`src/rtl/freq_gate_ctrl_if.sv`:
```
// Control/status bundle for the frequency-counter gate controller.
// The master side (the system or testbench) drives the requests and the
// digit-chain carry. The slave side (freq_gate_ctrl) drives the chain
// controls and the status outputs.
//   run, single, abort : measurement requests (master -> slave)
//   chain_carry        : carry out of the most-significant BCD digit
//   ctr_nclear         : active-low clear to the digit chain
//   count_en           : clock enable to the least-significant digit
//   latch              : one-cycle capture strobe for the display register
//   overflow           : overflow flag of the last latched measurement
//   busy, state        : FSM status
interface freq_gate_ctrl_if;
  logic       run;
  logic       single;
  logic       abort;
  logic       chain_carry;
  logic       ctr_nclear;
  logic       count_en;
  logic       latch;
  logic       overflow;
  logic       busy;
  logic [1:0] state;

  modport master (
    output run, single, abort, chain_carry,
    input  ctr_nclear, count_en, latch, overflow, busy, state
  );

  modport slave (
    input  run, single, abort, chain_carry,
    output ctr_nclear, count_en, latch, overflow, busy, state
  );
endinterface

```
`src/rtl/freq_gate_ctrl.sv`:
```
// Gate-timing controller for a BCD frequency counter.
// Each measurement clears the digit chain, opens the count gate for a fixed
// number of cycles, latches the result with its overflow flag, then holds.
// After the hold it repeats while run is high or a single request is
// pending; otherwise it returns to idle.
// Ports:
//   clk_in : single clock, rising edge
//   reset  : synchronous active-high reset
//   bus    : freq_gate_ctrl_if.slave (requests in, chain controls and status out)
module freq_gate_ctrl #(
  parameter int unsigned GATE_CYCLES  = 1000000,
  parameter int unsigned CLEAR_CYCLES = 2,
  parameter int unsigned HOLD_CYCLES  = 500000,
  parameter int unsigned TMR_W        = 24
) (
  input logic             clk_in,
  input logic             reset,
  freq_gate_ctrl_if.slave bus
);

  typedef enum logic [1:0] {
    StIdle  = 2'b00,
    StClear = 2'b01,
    StGate  = 2'b10,
    StHold  = 2'b11
  } state_e;

  // The timer is loaded with N-1 on entry, so a phase lasts N cycles.
  localparam logic [TMR_W-1:0] ClearLd = TMR_W'(CLEAR_CYCLES - 1);
  localparam logic [TMR_W-1:0] GateLd  = TMR_W'(GATE_CYCLES - 1);
  localparam logic [TMR_W-1:0] HoldLd  = TMR_W'(HOLD_CYCLES - 1);

  state_e           state_q, state_d;
  logic [TMR_W-1:0] timer_q, timer_d;
  logic             pend_q, pend_d;
  logic             ovf_acc_q, ovf_acc_d;
  logic             overflow_q, overflow_d;
  logic             latch_q, latch_d;

  logic             go;
  logic             expired;

  always_ff @(posedge clk_in) begin
    if (reset) begin
      state_q    <= StIdle;
      timer_q    <= '0;
      pend_q     <= 1'b0;
      ovf_acc_q  <= 1'b0;
      overflow_q <= 1'b0;
      latch_q    <= 1'b0;
    end else begin
      state_q    <= state_d;
      timer_q    <= timer_d;
      pend_q     <= pend_d;
      ovf_acc_q  <= ovf_acc_d;
      overflow_q <= overflow_d;
      latch_q    <= latch_d;
    end
  end

  always_comb begin
    state_d    = state_q;
    timer_d    = timer_q - TMR_W'(1);
    pend_d     = pend_q | bus.single;
    ovf_acc_d  = ovf_acc_q;
    overflow_d = overflow_q;
    latch_d    = 1'b0;
    // A single arriving on the same edge counts as pending.
    go         = bus.run | pend_q | bus.single;
    expired    = (timer_q == '0);

    unique case (state_q)
      StIdle: begin
        timer_d = '0;
        if (go) begin
          state_d = StClear;
          timer_d = ClearLd;
          pend_d  = 1'b0;
        end
      end
      StClear: begin
        if (expired) begin
          state_d   = StGate;
          timer_d   = GateLd;
          ovf_acc_d = 1'b0;
        end
      end
      StGate: begin
        if (bus.chain_carry) ovf_acc_d = 1'b1;
        if (expired) begin
          state_d    = StHold;
          timer_d    = HoldLd;
          latch_d    = 1'b1;
          // Include a carry seen on the final gate cycle.
          overflow_d = ovf_acc_q | bus.chain_carry;
        end
      end
      StHold: begin
        if (expired) begin
          if (go) begin
            state_d = StClear;
            timer_d = ClearLd;
            pend_d  = 1'b0;
          end else begin
            state_d = StIdle;
            timer_d = '0;
          end
        end
      end
      default: begin
        state_d = StIdle;
        timer_d = '0;
      end
    endcase

    // Abort outranks phase expiry; the previous overflow result is kept.
    if (bus.abort && (state_q != StIdle)) begin
      state_d    = StIdle;
      timer_d    = '0;
      pend_d     = 1'b0;
      ovf_acc_d  = ovf_acc_q;
      overflow_d = overflow_q;
      latch_d    = 1'b0;
    end
  end

  always_comb begin
    bus.ctr_nclear = (state_q != StClear);
    bus.count_en   = (state_q == StGate);
    bus.latch      = latch_q;
    bus.overflow   = overflow_q;
    bus.busy       = (state_q != StIdle);
    bus.state      = state_q;
  end

endmodule

```
`src/flat_wrapper.sv`:
```
// flat-port wrapper written by rule: the top's interface ports become plain ports
module freq_gate_ctrl_flat 
#(
  parameter int unsigned GATE_CYCLES  = 1000000,
  parameter int unsigned CLEAR_CYCLES = 2,
  parameter int unsigned HOLD_CYCLES  = 500000,
  parameter int unsigned TMR_W        = 24
)
  (clk_in, reset, bus_run, bus_single, bus_abort, bus_chain_carry, bus_ctr_nclear, bus_count_en, bus_latch, bus_overflow, bus_busy, bus_state);
  freq_gate_ctrl_if bus_i ();
  input logic clk_in;
  input logic reset;
  input wire logic [$bits(bus_i.run)-1:0] bus_run;
  input wire logic [$bits(bus_i.single)-1:0] bus_single;
  input wire logic [$bits(bus_i.abort)-1:0] bus_abort;
  input wire logic [$bits(bus_i.chain_carry)-1:0] bus_chain_carry;
  output wire logic [$bits(bus_i.ctr_nclear)-1:0] bus_ctr_nclear;
  output wire logic [$bits(bus_i.count_en)-1:0] bus_count_en;
  output wire logic [$bits(bus_i.latch)-1:0] bus_latch;
  output wire logic [$bits(bus_i.overflow)-1:0] bus_overflow;
  output wire logic [$bits(bus_i.busy)-1:0] bus_busy;
  output wire logic [$bits(bus_i.state)-1:0] bus_state;
  assign bus_i.run = bus_run;
  assign bus_i.single = bus_single;
  assign bus_i.abort = bus_abort;
  assign bus_i.chain_carry = bus_chain_carry;
  assign bus_ctr_nclear = bus_i.ctr_nclear;
  assign bus_count_en = bus_i.count_en;
  assign bus_latch = bus_i.latch;
  assign bus_overflow = bus_i.overflow;
  assign bus_busy = bus_i.busy;
  assign bus_state = bus_i.state;
  freq_gate_ctrl #(.GATE_CYCLES(GATE_CYCLES), .CLEAR_CYCLES(CLEAR_CYCLES), .HOLD_CYCLES(HOLD_CYCLES), .TMR_W(TMR_W)) u_core (.clk_in(clk_in), .reset(reset), .bus(bus_i));
endmodule
```
`config.mk`:
```
export PLATFORM = sky130hd
export DESIGN_NAME = freq_gate_ctrl_flat
export DESIGN_NICKNAME = d
export VERILOG_FILES = /design/src/rtl/freq_gate_ctrl_if.sv /design/src/rtl/freq_gate_ctrl.sv /design/src/flat_wrapper.sv
export SDC_FILE = /design/constraint.sdc
export NUM_CORES = 1
export LEC_CHECK = 0
export ABC_CLOCK_PERIOD_IN_PS = 3900
export CAP_MARGIN = 5
export CELL_PAD_IN_SITES_DETAIL_PLACEMENT = 0
export CELL_PAD_IN_SITES_GLOBAL_PLACEMENT = 1
export CORE_UTILIZATION = 46
export DETAILED_ROUTE_END_ITERATION = 12
export GPL_TIMING_DRIVEN = 0
export HOLD_SLACK_MARGIN = 0.02
export PLACE_DENSITY_LB_ADDON = 0.1
export SYNTH_ARGS = -nofsm -noshare
export SYNTH_HDL_FRONTEND = slang
export SYNTH_SLANG_ARGS = --single-unit
```
`constraint.sdc`:
```
create_clock -name clk_in -period 3.9 [get_ports clk_in]
set_input_delay 0.78 -clock clk_in [delete_from_list [all_inputs] [get_ports clk_in]]
set_output_delay 0.78 -clock clk_in [all_outputs]
set_load 0.03 [all_outputs]
```
==> metrics.txt, run 1 <==
combinational power share 0.630; Mapped Avg Cell Area 8.83 um^2; Cell Chain, Critical Path inv_1 > ha_1 > clkdlybuf4s50_1; largest net degree at the start of global routing 11; clock share of power 0.146; Final Util 0.569; clk_lat worst skew 0.34 ns; TNS Setup 0 ns; GR Overflow Total 0; RSZ-0062 raised after global routing no; dpl cells 222; FF/Latch Area between 600 and 700 um^2; layout cell share with drive strength beyond 1 0.0865; Layout Area Growth over Synthesis 17.5%; Crit. End Element output port; worst reg-to-reg path cell count 6; DR vias/cell 5.45; buffers added on ports 12; routed wire length 3130 um; EDFF count, synth 0; worst ir drop on vdd 0.484 mV; Core Region just over 3000 um^2; vias post-DR ~1200; run status complete, no violations; Leak Pwr 0.000696 uW; setup slack, reg-to-reg approximately 1.3 ns; #FFs+latches synth 30; area of the multi-input gates 830 um^2; Clock Skews between 0.01 and 0.015 ns; top-level port count 13; reg2reg start u_core.timer_q[5]; Reg clk slew, reported paths 0.10 ns; worst hold path class register to register; Initial DRT Pass Iterations 4; Diodes inserted 0; antenna-violating nets left 0; Internal 948 uW; Seq pwr share 0.224; Worst-Margin Slew 0.783 ns; maxcap violations 0; worst path required time approximately 3.1 ns; die area 3420 um^2; Post-CTS Setup Inserts 0; initial cell density of the core 0.484; initial antenna violation count 0; hpwl dp roughly 2200 um; CP endpoint bus_count_en; crit path kind register to output port; Post-CTS Resized 0; dpl cell area 1640 um^2; Slew Limit Fails 0; crit start category register; Hold Vio Cnt, Final 0; CTS Buf Count 5; commonest non-fill, non-tap cell in the layout dfxtp_1; Tcrit/Tclk final 0.706; net count after synthesis around 180; commonest cells after routing, fill and taps aside dfxtp_1, nor2_1, nor3_1; hold_buf cts 0; global placer's final weighted congestion 0.748; die width 58.5 um; Mapped Cells 166; DRC 0; Total GRT Usage 0.215; crit path max fanout 10; # fillers 290; pwr/cell area just over 1000 nW/um^2; FMAX ~360 MHz; CP max stage cell clkdlybuf4s50_1; Period minus WS final between 2 and 3 ns; Final #Nets 197; setup violators final 0; Clk Tree Root Cell clkbuf_4; Critical Path AT 1.97 ns; CTS max path bufs 2; CP max stage delay 0.76 ns; Net Sw Frac 0.465; ys async rst share 0; number of cell rows 20; post-route cell area 1720 um^2; Die H 58.5 um; WL/cell 13.7 um; number of global-route vias before repair between 1000 and 1500; CP startpoint u_core.bus.state[0]; Net Switching 825 uW; Slew HR 0.473; synthesized cell area ~1500 um^2; reg2reg end u_core.timer_q[19]; dominant synthesized flop cell dfxtp_1; first-pass GRT wire length 5420 um; Starting DRT DRC Count 84; Cell variety after synth 36; clock sink total 30; Cell Count, Final, Fillers Out 229; YS warnings 0; CTS tree done; H-Tree Level Count 2; Seq/Total Area, Yosys 0.410
critical path: cells and delay by family (launching register included):
family	cells	cell delay (ns)
fa+ha+maj	1	0.41
flops	1	0.36
buf+inv	2	0.87
synthesized netlist by cell type (all sizes together), types with 2 or more instances:
library cell,number,area (um^2)
nand2,8,30.0
xnor2,14,123
a31oi,2,12.5
dfxtp,30,601
or3,4,25.0
o21ai,5,25.0
nand3,4,20.0
nor2,17,63.8
nor4,10,62.6
ha,6,75.1
a21oi,14,70.1
nor3,17,90.1
o31ai,2,28.8
xor2,3,26.3
nor3b,2,15.0
buf,2,10.0
or4,2,22.5
inv,6,22.5
a211oi,4,30.0
power groups by stage:
stage | logic [uW] | clock network, uW | registers [uW]
6_report | 1120 | 258 | 397
5_1_grt | 1240 | 281 | 405
4_1_cts | 1120 | 263 | 397
3_5_place_dp | 1110 | 0 | 404
3_3_place_gp | 1100 | 0 | 400
2_1_floorplan | 851 | 0 | 423
layer usage:
| metal | wire [um] | global-route usage | share of wire |
|---|---|---|---|
| met5 | 0 | 0 | 0 |
| met4 | 59 | 0.0952 | 0.019 |
| met3 | 125 | 0.0769 | 0.040 |
| met2 | 1440 | 0.340 | 0.46 |
| met1 | 1510 | 0.263 | 0.48 |
layout make-up:
class / instances / share of cell area
clock buffer: 6 / 0.0298
buffer: 3 / 0.00799
timing repair buffer: 12 / 0.0697
clock inverter: 1 / 0.0174
sequential: 30 / 0.349
multi-input combinational: 127 / 0.481
inverter: 6 / 0.0131
tap: 44 / 0.0320
worst min path at each step:
stage                       from                end  cells past startpoint
2_1_floorplan  u_core.timer_q[7]  u_core.timer_q[7]                      2
3_3_place_gp   u_core.timer_q[7]  u_core.timer_q[7]                      2
3_5_place_dp   u_core.timer_q[7]  u_core.timer_q[7]                      2
4_1_cts        u_core.timer_q[7]  u_core.timer_q[7]                      2
5_1_grt        u_core.timer_q[7]  u_core.timer_q[7]                      2
6_report       u_core.timer_q[7]  u_core.timer_q[7]                      2
kinds of logic after synthesis:
logic type                 Yosys count  synth area share
adders and majority gates            6            0.0512
DFF                                 30             0.410
buffers and inverters                9            0.0247
xor gates and xnor gates            17             0.102
muxes                                1           0.00683
AOI/OAI and AO/OA                   33             0.152
and+or+nand+nor                     70             0.254
through the flow:
step	hold WS [ns]	power (uW)	setup slack (ns)
finish	0.479	1770	1.15
global route	0.494	1920	1.03
CTS	0.476	1780	1.15
detailed placement	0.462	1510	1.22
global placement	0.451	1500	1.23
floorplan	0.439	1270	1.50
registers in the layout (all words and copies together) (netlist names):
| name | count |
|---|---|
| u_core.bus.overflow | 1 |
| u_core.bus.state | 2 |
| u_core.timer_q | 24 |
| u_core.bus.latch | 1 |
| u_core.pend_q | 1 |
| u_core.ovf_acc_q | 1 |
No activity file was read; power rests on OpenSTA's default activity.
==> run 2, diff against run 1 <==
Settings changed: ABC_CLOCK_PERIOD_IN_PS 3900 to 2800, CORE_UTILIZATION 46 to 43.
Clock period 3.9 ns to 2.8 ns, I/O delays scaled along.
==> run 2 against run 1 <==
  * Non-clock buffer count unchanged
  * Critical path depth increased by 3
  * Utilization decreased by 2.1 points
  * Routed wire length increased by 6.6%
  * Final area increased by 0.36%
  * Sequential power increased by 41%
  * Die area increased by 6.7%
  * Sequential share of layout area decreased by 0.13 points
  * Clock-buffer cell count unchanged
  * Combinational power increased by 41%
  * Clock power increased by 41%
  * Total power increased by 41%
==> metrics.txt, run 2 (synthesized netlist as in run 1, its figures left out) <==
run status complete, no violations; Critical Path AT approximately 2.8 ns; CTS max path bufs 2; initial antenna violation count 0; Tcrit/Tclk final 0.925; layout cell share with drive strength beyond 1 0.0919; routed wire length 3340 um; Clock Skews 0.00130 ns; DR vias/cell 5.49; number of flip-flops in the largest register 24; Post-CTS Resized 0; largest net degree at the start of global routing 11; buffers added on ports 12; Total GRT Usage 0.213; CP startpoint u_core.timer_q[17]; Initial DRT Pass Iterations 4; Placement Setup Slack roughly 0.15 ns; Clk Tree Root Cell clkbuf_4; CTS Buf Count 5; Crit. End Element register; hpwl dp approximately 2400 um; first-pass GRT wire length 5550 um; Most common cell on crit path or4_4; Die H just over 60 um; clk_lat worst skew 0.33 ns; CP max stage cell or4_4; crit start category register; Hold Path End u_core.timer_q[7]; Hold Vio Cnt, Final 0; FMAX 386 MHz; Cell Chain, Critical Path or4_4 > or4_4 > or3_1 > buf_2 > o21ai_1 > a211oi_1; setup slack, reg-to-reg roughly 0.21 ns; Reg clk slew, reported paths roughly 0.09 ns; die area between 3000 and 4000 um^2; crit path kind register to register; Layout Area Growth over Synthesis 17.9%; most flop-heavy register u_core.timer_q; initial cell density of the core 0.465; Core Region 3150 um^2; number of global-route vias before repair 1188; worst path required time around 3.0 ns; Diodes inserted 0; TNS Setup 0 ns; maxcap violations 0; number of cell rows 20; Worst Hold Launch u_core.timer_q[7]; Period minus WS final 2.59 ns; clock sink total 30; top-level port count 13; WHS 0.479 ns; Worst-Margin Slew 0.833 ns; GR Overflow Total 0; hold path cells 2; Slew Limit Fails 0; critical path's top delay family simple AND/OR/NAND/NOR gates; Post-CTS Setup Inserts 0; reg2reg start u_core.timer_q[17]; Final #Nets 197; Leak Pwr 0.000697 uW; RSZ-0062 raised after global routing no; commonest non-fill, non-tap cell in the layout dfxtp_1; crit path max fanout 8; setup violators final 0; reg2reg end u_core.timer_q[19]; global placer's final weighted congestion 0.762; H-Tree Level Count 2; worst reg-to-reg path cell count 6; Final Util 0.548; antenna-violating nets left 0; worst hold path class register to register; Slew HR 0.439; WL/cell 14.6 um; CTS tree done; DRC 0; CP max stage delay roughly 0.56 ns; commonest cells after routing, fill and taps aside dfxtp_1, nor2_1, nor3_1; hold_buf cts 0; Starting DRT DRC Count 59; buffer and inverter count on the worst path 1; vias post-DR approximately 1300; die width 60.4 um; worst ir drop on vdd 0.673 mV; pwr/cell area 1450 nW/um^2; Final WS setup approximately 0.21 ns
==> run 2: worst reg2reg max path: stages, from the launching register on <==
cell      delay (ns)
dfxtp_1         0.35
or4_4           0.56
or4_4           0.47
or3_1           0.31
buf_2           0.18
o21ai_1         0.48
a211oi_1        0.11
==> run 2: how the worst max path moves through the flow <==
stage                    endpoint  cells after the start  slack (ns)
2_1_floorplan   u_core.timer_q[7]                      5        0.40
3_3_place_gp   u_core.timer_q[19]                      6        0.21
3_5_place_dp   u_core.timer_q[19]                      6        0.15
4_1_cts        u_core.timer_q[19]                      6        0.11
5_1_grt                  bus_busy                      4        0.12
6_report       u_core.timer_q[19]                      6        0.21
==> run 2: per-layer routing <==
layer  part of all wire  vias to the layer above  routed length (um)  global-route usage
li1                   -                      637                   -                   -
met5                  0                        -                   0                   0
met2               0.46                       20                1550               0.334
met1               0.48                      594                1610               0.270
met4              0.015                        0                  51              0.0897
met3              0.040                        6                 133              0.0682
==> run 2: layout make-up <==
cell class	count	area, um^2
repair buffers	12	120
plain buffers	3	13.8
clock buffers	6	51.3
fillers	310	1420
clock inverters	1	30.0
inverters	6	22.5
flip-flops and latches	30	601
multi-input cells	127	836
well taps	44	55.1
==> run 2: power by group <==
group          internal [uW]  switching (uW)  leakage (uW)  total [uW]
registers                492            66.1      0.000243         558
clock network            208             156     0.0000443         364
logic                    622             956      0.000410        1580
total                   1320            1180      0.000697        2500
==> run 2: metrics by stage <==
| step | power (uW) | cells | instance area [um^2] |
|---|---|---|---|
| 2_1_floorplan | 1780 | 166 | 1470 |
| 3_3_place_gp | 2100 | 222 | 1640 |
| 3_5_place_dp | 2130 | 222 | 1640 |
| 4_1_cts | 2510 | 229 | 1720 |
| 5_1_grt | 2690 | 229 | 1730 |
| 6_report | 2500 | 229 | 1730 |
==> run 3, diff against run 2 <==
Settings changed: CAP_MARGIN 5 to 10, SLEW_MARGIN set to 5.
==> results of run 3 <==
No change in the layout: final DEF, timing and power equal those of run 2.
